**src/rtl/gpio_ctrl.sv**
```systemverilog
// Register-mapped GPIO controller: direction/output registers, synchronised read-back, edge flags, maskable irq.
// Bus access acks one cycle after req is sampled (2 cycles per access); pin edge -> FLAG in 2 cycles, irq in 3.
module gpio_ctrl #(
  parameter int WIDTH       = 8,
  parameter int SYNC_STAGES = 2
) (
  input  logic             clk,
  input  logic             rst_n,
  input  logic             bus_req,
  input  logic             bus_we,
  input  logic [2:0]       bus_addr,
  input  logic [WIDTH-1:0] bus_wdata,
  output logic [WIDTH-1:0] bus_rdata,
  output logic             bus_ack,
  output logic [WIDTH-1:0] direction,
  output logic [WIDTH-1:0] write_reg,
  input  logic [WIDTH-1:0] read_reg,
  output logic             irq
);

  localparam logic [2:0] ADDR_DIR  = 3'd0;
  localparam logic [2:0] ADDR_OUT  = 3'd1;
  localparam logic [2:0] ADDR_IN   = 3'd2;
  localparam logic [2:0] ADDR_IE   = 3'd3;
  localparam logic [2:0] ADDR_FLAG = 3'd4;
  localparam logic [2:0] ADDR_EDGE = 3'd5;

  typedef enum logic {IDLE, ACK} state_t;

  state_t           state;
  logic [WIDTH-1:0] ie_q;
  logic [WIDTH-1:0] flag_q;
  logic [WIDTH-1:0] edge_q;
  logic [WIDTH-1:0] sync_q [SYNC_STAGES];
  logic [WIDTH-1:0] prev_q;

  logic [WIDTH-1:0] sync_w;
  logic [WIDTH-1:0] rise;
  logic [WIDTH-1:0] fall;
  logic [WIDTH-1:0] hit;
  logic [WIDTH-1:0] clr;
  logic [WIDTH-1:0] rdata_mux;
  logic             acc_vld;

  assign sync_w  = sync_q[SYNC_STAGES-1];
  assign rise    = sync_w & ~prev_q;
  assign fall    = ~sync_w & prev_q;
  // Driven pins never raise flags, whatever the edge selection says.
  assign hit     = ((edge_q & rise) | (~edge_q & fall)) & ~direction;
  assign acc_vld = (state == IDLE) && bus_req;
  assign clr     = (acc_vld && bus_we && bus_addr == ADDR_FLAG) ? bus_wdata : '0;

  always_comb begin
    rdata_mux = '0;
    case (bus_addr)
      ADDR_DIR:  rdata_mux = direction;
      ADDR_OUT:  rdata_mux = write_reg;
      ADDR_IN:   rdata_mux = sync_w;
      ADDR_IE:   rdata_mux = ie_q;
      ADDR_FLAG: rdata_mux = flag_q;
      ADDR_EDGE: rdata_mux = edge_q;
      default:   rdata_mux = '0;
    endcase
  end

  always_ff @(posedge clk) begin
    if (!rst_n) begin
      state     <= IDLE;
      direction <= '0;
      write_reg <= '0;
      ie_q      <= '0;
      flag_q    <= '0;
      edge_q    <= '1;
      prev_q    <= '0;
      irq       <= 1'b0;
      bus_ack   <= 1'b0;
      bus_rdata <= '0;
      for (int i = 0; i < SYNC_STAGES; i++) sync_q[i] <= '0;
    end else begin
      sync_q[0] <= read_reg;
      for (int i = 1; i < SYNC_STAGES; i++) sync_q[i] <= sync_q[i-1];
      prev_q <= sync_w;
      // A new hit wins over a simultaneous write-1-to-clear of the same bit.
      flag_q <= (flag_q & ~clr) | hit;
      irq    <= |(flag_q & ie_q);

      if (state == IDLE) begin
        bus_ack   <= 1'b0;
        bus_rdata <= '0;
        if (bus_req) begin
          if (bus_we) begin
            case (bus_addr)
              ADDR_DIR:  direction <= bus_wdata;
              ADDR_OUT:  write_reg <= bus_wdata;
              ADDR_IE:   ie_q      <= bus_wdata;
              ADDR_EDGE: edge_q    <= bus_wdata;
              default:   ;
            endcase
          end
          bus_rdata <= bus_we ? '0 : rdata_mux;
          bus_ack   <= 1'b1;
          state     <= ACK;
        end
      end else begin
        bus_ack   <= 1'b0;
        bus_rdata <= '0;
        state     <= IDLE;
      end
    end
  end

endmodule

```
**config.mk**
```make
export PLATFORM = sky130hd
export DESIGN_NAME = gpio_ctrl
export DESIGN_NICKNAME = d
export VERILOG_FILES = /design/src/rtl/gpio_ctrl.sv
export SDC_FILE = /design/constraint.sdc
export NUM_CORES = 1
export LEC_CHECK = 0
export ABC_CLOCK_PERIOD_IN_PS = 1700
export CAP_MARGIN = 10
export CORE_AREA = 2 2 84 86
export DETAILED_ROUTE_END_ITERATION = 6
export DIE_AREA = 0 0 86 88
export PLACE_DENSITY = 0.79
export SYNTH_ARGS = -nofsm -noshare
export SYNTH_HDL_FRONTEND = slang
export SYNTH_SLANG_ARGS = --single-unit
```
**constraint.sdc**
```tcl
create_clock -name clk -period 1.7 [get_ports clk]
set_input_delay 0.34 -clock clk [delete_from_list [all_inputs] [get_ports clk]]
set_output_delay 0.34 -clock clk [all_outputs]
set_load 0.05 [all_outputs]
```
==> After elaboration in Yosys (flattened, before gate mapping) <==
Memories as Yosys holds them, arrays and structs flattened.
Cells that the tools add are included.
{ "classes": {"eq_ne": 5, "mux": 7, "bitwise_logic": 19, "reduce_logical": 11} }
{ "op_table": {"columns": ["cell", "count"], "rows": [
  ["bitwise AND 8 bit", 7],
  ["one-hot mux 8 bit (6 select lines)", 1],
  ["inverter 8 bit", 5],
  ["two-way mux 8 bit", 3],
  ["bitwise OR 8 bit", 2],
  ["AND reduction 4 bit", 4],
  ["OR reduction 8 bit", 1],
  ["== test 3 x 2 -> 1 bit, second input constant", 2],
  ["== test 3 bit, second input constant", 2],
  ["OR reduction 4 bit", 1],
  ["== test 3 x 1 -> 1 bit, second input constant", 1],
  ["logical AND 1 bit", 3],
  ["logical NOT 3 bit", 1],
  ["two-way mux 1 bit", 3],
  ["inverter 1 bit", 3],
  ["bitwise OR 1 bit", 2],
  ["OR reduction 2 bit", 1]
]} }
{ "word_totals": {"register_bits": 58, "ramBits": 16, "inputBits": 23, "wordCells": 52, "n_memories": 1} }
{ "mem_list": {"columns": ["name", "depth", "width", "rd", "rd_clocked_by_memory_dff", "wr", "line", "rtl"], "rows": [
  ["sync_q", 2, 8, 2, 0, 2, "34", "logic [WIDTH-1:0] sync_q [SYNC_STAGES];"]
]} }

==> Logic depth before layout (Yosys ltp) <==
{ "depth": {"ltp_word": 8, "mapped_depth": 5, "depth_no_buf": 3} }

==> Worst setup path after synthesis <==
OpenSTA, ideal clock, no wires.
{ "synth_timing": {"kind": "register to register", "startpoint": "register state", "endpoint": "register edge_q[0]", "setup_ps": 73, "arrival_time_ps": 1510, "required_time_ps": 1627, "setup_slack_ps": 117, "path_stages_with_launch": 6, "cell_sequence": "dfxtp_1 > and4bb_1 > buf_4 > and3_1 > buf_6 > o211ai_2"} }
{ "synth_between": {"elab_chain_len": 2} }
{ "synth_lines": {"columns": ["item", "line", "rtl"], "rows": [
  ["start: declaration", "30", "state_t state;"],
  ["start signal: assignment", "68", "state <= IDLE;"],
  ["start signal: assignment", "102", "state <= ACK;"],
  ["start signal: assignment", "107", "state <= IDLE;"],
  ["inverter 1 bit (no line)", null, null],
  ["AND reduction 4 bit (no line)", null, null],
  ["end signal: assignment", "96", "ADDR_EDGE: edge_q <= bus_wdata;"],
  ["end: declaration", "33", "logic [WIDTH-1:0] edge_q;"]
]} }
No other way between the ends.
A chain may end at the register's enable or synchronous reset.

==> Worst setup path in the final report <==
{ "layout_timing": {"startpoint": "input bus_addr[0]", "endpoint": "register bus_rdata[0]"} }
{ "layout_between": {"elab_chain_len": 2, "elab_cells_between_ends": 7, "classes_between": "5 x eq/ne; 1 x mux; 1 x reduce/logical"} }
{ "layout_lines": {"columns": ["item", "line", "rtl"], "rows": [
  ["start: declaration", "11", "input logic [2:0] bus_addr,"],
  ["== test 3 bit (tied with other cells)", "55", "case (bus_addr)"],
  ["one-hot mux 8 bit (6 select lines) (*)", "55", null],
  ["end signal: assignment", "100", "bus_rdata <= bus_we ? '0 : rdata_mux;"],
  ["end: declaration", "13", "output logic [WIDTH-1:0] bus_rdata,"]
]} }
Mark *: on every way between the ends. The rest lies on a longest branch, timed or not.

==> results.txt <==
Status -> complete, no violations
Chip width -> 86 um
Hold_buf cts -> 0
Synthesized Nets -> 350
Vias in the first global route -> 2476
Register area share after synthesis -> 0.4713
Layout cells sized above 1 -> 0.2525
FILL cells -> 579
Area grow syn2layout -> 25.60%
Avg Cell Area, Syn -> 9.612 sq um
Final setup fails -> 0
Area leader, netlist -> dfxtp_1
Worst Path Required -> 1920 ps
CP Data Arrival Time -> 1810 ps
Top Ports -> 49
Primary FF master, synth -> dfxtp_1
Post-CTS resize count -> 0
Layout Nets -> 414
Largest net degree at the start of global routing -> 44
Synth top area share -> 0.4713
First-pass GRT wire length -> 12300 um
R2r worst-path depth -> 4
Buffers added on ports -> 48
GPL Wtd Cong -> 0.8937
Slew Viols, Final -> 0
Detail Route Antenna Nets -> 0
TNS Setup -> 0 ps
Total track usage -> 0.2122
Routed vias/inst -> 5.611
Distinct cells, synth -> 35
Synth Register Bits -> 74
Leakage -> 0.001691 uW
Worst setup path startpoint -> bus_addr[0]
Met2 wire length -> 3728 um
# clock sinks -> 74
Initial antenna violation count -> 0
Worst slew pin tran -> 364.1 ps
Cell Area, Synth -> 3143 sq um
Final worst-path cycle share -> 0.9354
Max Buffers Root-to-Sink -> 2
Post-route DRC -> 0
H-tree depth -> 3
Detail Route met3 WL -> 560 um
Setup crit start kind -> primary input
Cts bufs inserted -> 9
DRT Pass-1 Iters -> 4
Top post-synthesis cells by area -> dfxtp_1 (47%), mux2_2 (7.2%), mux2i_1 (5.7%)
VDD IR-drop max -> 0.0006005 V
Post-CTS Setup Inserts -> 0
Slew Limit Headroom -> 0.7564
RSZ-0062 raised after global routing -> no
Hold Vio Cnt, Final -> 0
Initial DRC Count -> 288
Worst reg2reg setup slack -> 240 ps
Minimum clock period -> 1590 ps
Synth warnings -> 0
Final wirelength -> 7698 um
Core area -> 6644 sq um
Cells after synthesis -> 327
Hold slack -> 323.5 ps
Crit Reg-Reg Endpoint -> direction[6]
Post-Route M1 WL -> 3347 um
Most flop-heavy register -> sync_q
Clock latency on the worst-skew pair -> 340 ps
Max_cap viols -> 0
WL per Instance -> 16.17 um
Overflow after GRT -> 0
Post-synth ARST share -> 0
CTS tree -> yes
Most frequent cells in the layout -> dfxtp_1 (74), buf_4 (52), nand2_1 (38), and2_1 (24), clkdlybuf4s50_1 (21)
Cell Rows -> 30
DPL Wire Length -> 5627 um
Max reg flops -> 16
Clock skew -> 6.951 ps
Fmax achieved -> 628.9 MHz
Chip height -> 88 um
Initial Util -> 0.4731
Reg clk slew, reported paths -> 70 ps
CP Max Fanout -> 14
Worst setup endpoint -> bus_rdata[0]
Via count -> 2671
Type of the worst setup path -> in2reg
Highest metal used -> met4
Full die area -> 7568 sq um
FF-to-FF Start -> state
Commonest non-fill, non-tap cell in the layout -> dfxtp_1
Worst hold path class -> in2reg
CP Capture Type -> register
Pwr dens -> 871.9 nW/um^2
Ant. Diodes -> 0
EDFF count, synth -> 0
Root Buffer Master -> clkbuf_8
worst max-delay path, cell delays in order:
cell and delay (ps):
clkdlybuf4s50_1 640, buf_12 190, mux2_2 340, a22oi_1 180, a21oi_1 120
logic make-up (layout without fill, tap and decap cells):
family / count (synthesis) / count (layout) / share of synthesized area
muxes: 38 / 38 / 0.1290
DFF: 74 / 74 / 0.4713
AOI/OAI and AO/OA: 63 / 63 / 0.1493
and+or+nand+nor: 120 / 120 / 0.2002
buffers and inverters: 32 / 101 / 0.05016
per-layer routing:
metal,vias to the layer above,GRT usage
met4,0,0.07937
met2,108,0.3538
met3,8,0.04995
met5,-,0
li1,1290,-
met1,1265,0.2679
report_power, final:
| group | internal [uW] | switching, uW | leakage [uW] | total, uW |
|---|---|---|---|---|
| sequential | 1780 | 35.3 | 0.000603 | 1820 |
| combinational | 180 | 192 | 0.000992 | 372 |
| clock | 647 | 607 | 0.0000965 | 1250 |
| total | 2610 | 834 | 0.00169 | 3440 |
worst min-delay path by stage:
| stage | slack, ps | depth (start not counted) | from | endpoint |
|---|---|---|---|---|
| after CTS | 320 | 3 | rst_n | write_reg[0] |
| final | 320 | 3 | rst_n | write_reg[0] |
| after floorplan | 410 | 1 | sync_q[0][2] | sync_q[0][10] |
| after global routing | 340 | 3 | rst_n | write_reg[0] |
| after detailed placement | 420 | 1 | sync_q[0][2] | sync_q[0][10] |
| after global placement | 420 | 1 | sync_q[0][2] | sync_q[0][10] |
cell type report:
| class | instances | area, sq um | area share |
|---|---|---|---|
| clock buffer | 14 | 172.7 | 0.04374 |
| tap | 80 | 100.1 | 0.02536 |
| inverter | 9 | 33.78 | 0.008558 |
| sequential | 74 | 1481 | 0.3753 |
| clock inverter | 2 | 10.01 | 0.002536 |
| multi-input combinational | 221 | 1504 | 0.3810 |
| timing repair buffer | 76 | 645.6 | 0.1635 |
cells in the mapped netlist (4+ instances only):
library cell	n
mux2i_1	18
o21ai_0	8
a22o_1	4
o211ai_2	8
a32o_1	8
a21oi_1	14
nand4_1	8
o22ai_1	8
clkbuf_1	7
nand3_1	18
a22oi_1	10
nor2_1	10
and2_1	24
nand2_1	38
dfxtp_1	74
buf_2	9
mux2_2	20
nand2b_1	8
inv_1	8
per-stage QoR:
stage,cell area (sq um),setup WS [ps],power [uW],instances,utilization
after global routing,3948,73.09,3562,476,0.5942
final,3948,109.9,3442,476,0.5942
after detailed placement,3765,-243.5,2223,460,0.5667
after CTS,3948,121.5,3466,476,0.5942
after global placement,3765,-277.5,2215,460,0.5667
after floorplan,3143,117.2,2059,327,-
Note: power is estimated with default switching activity, not from simulation.
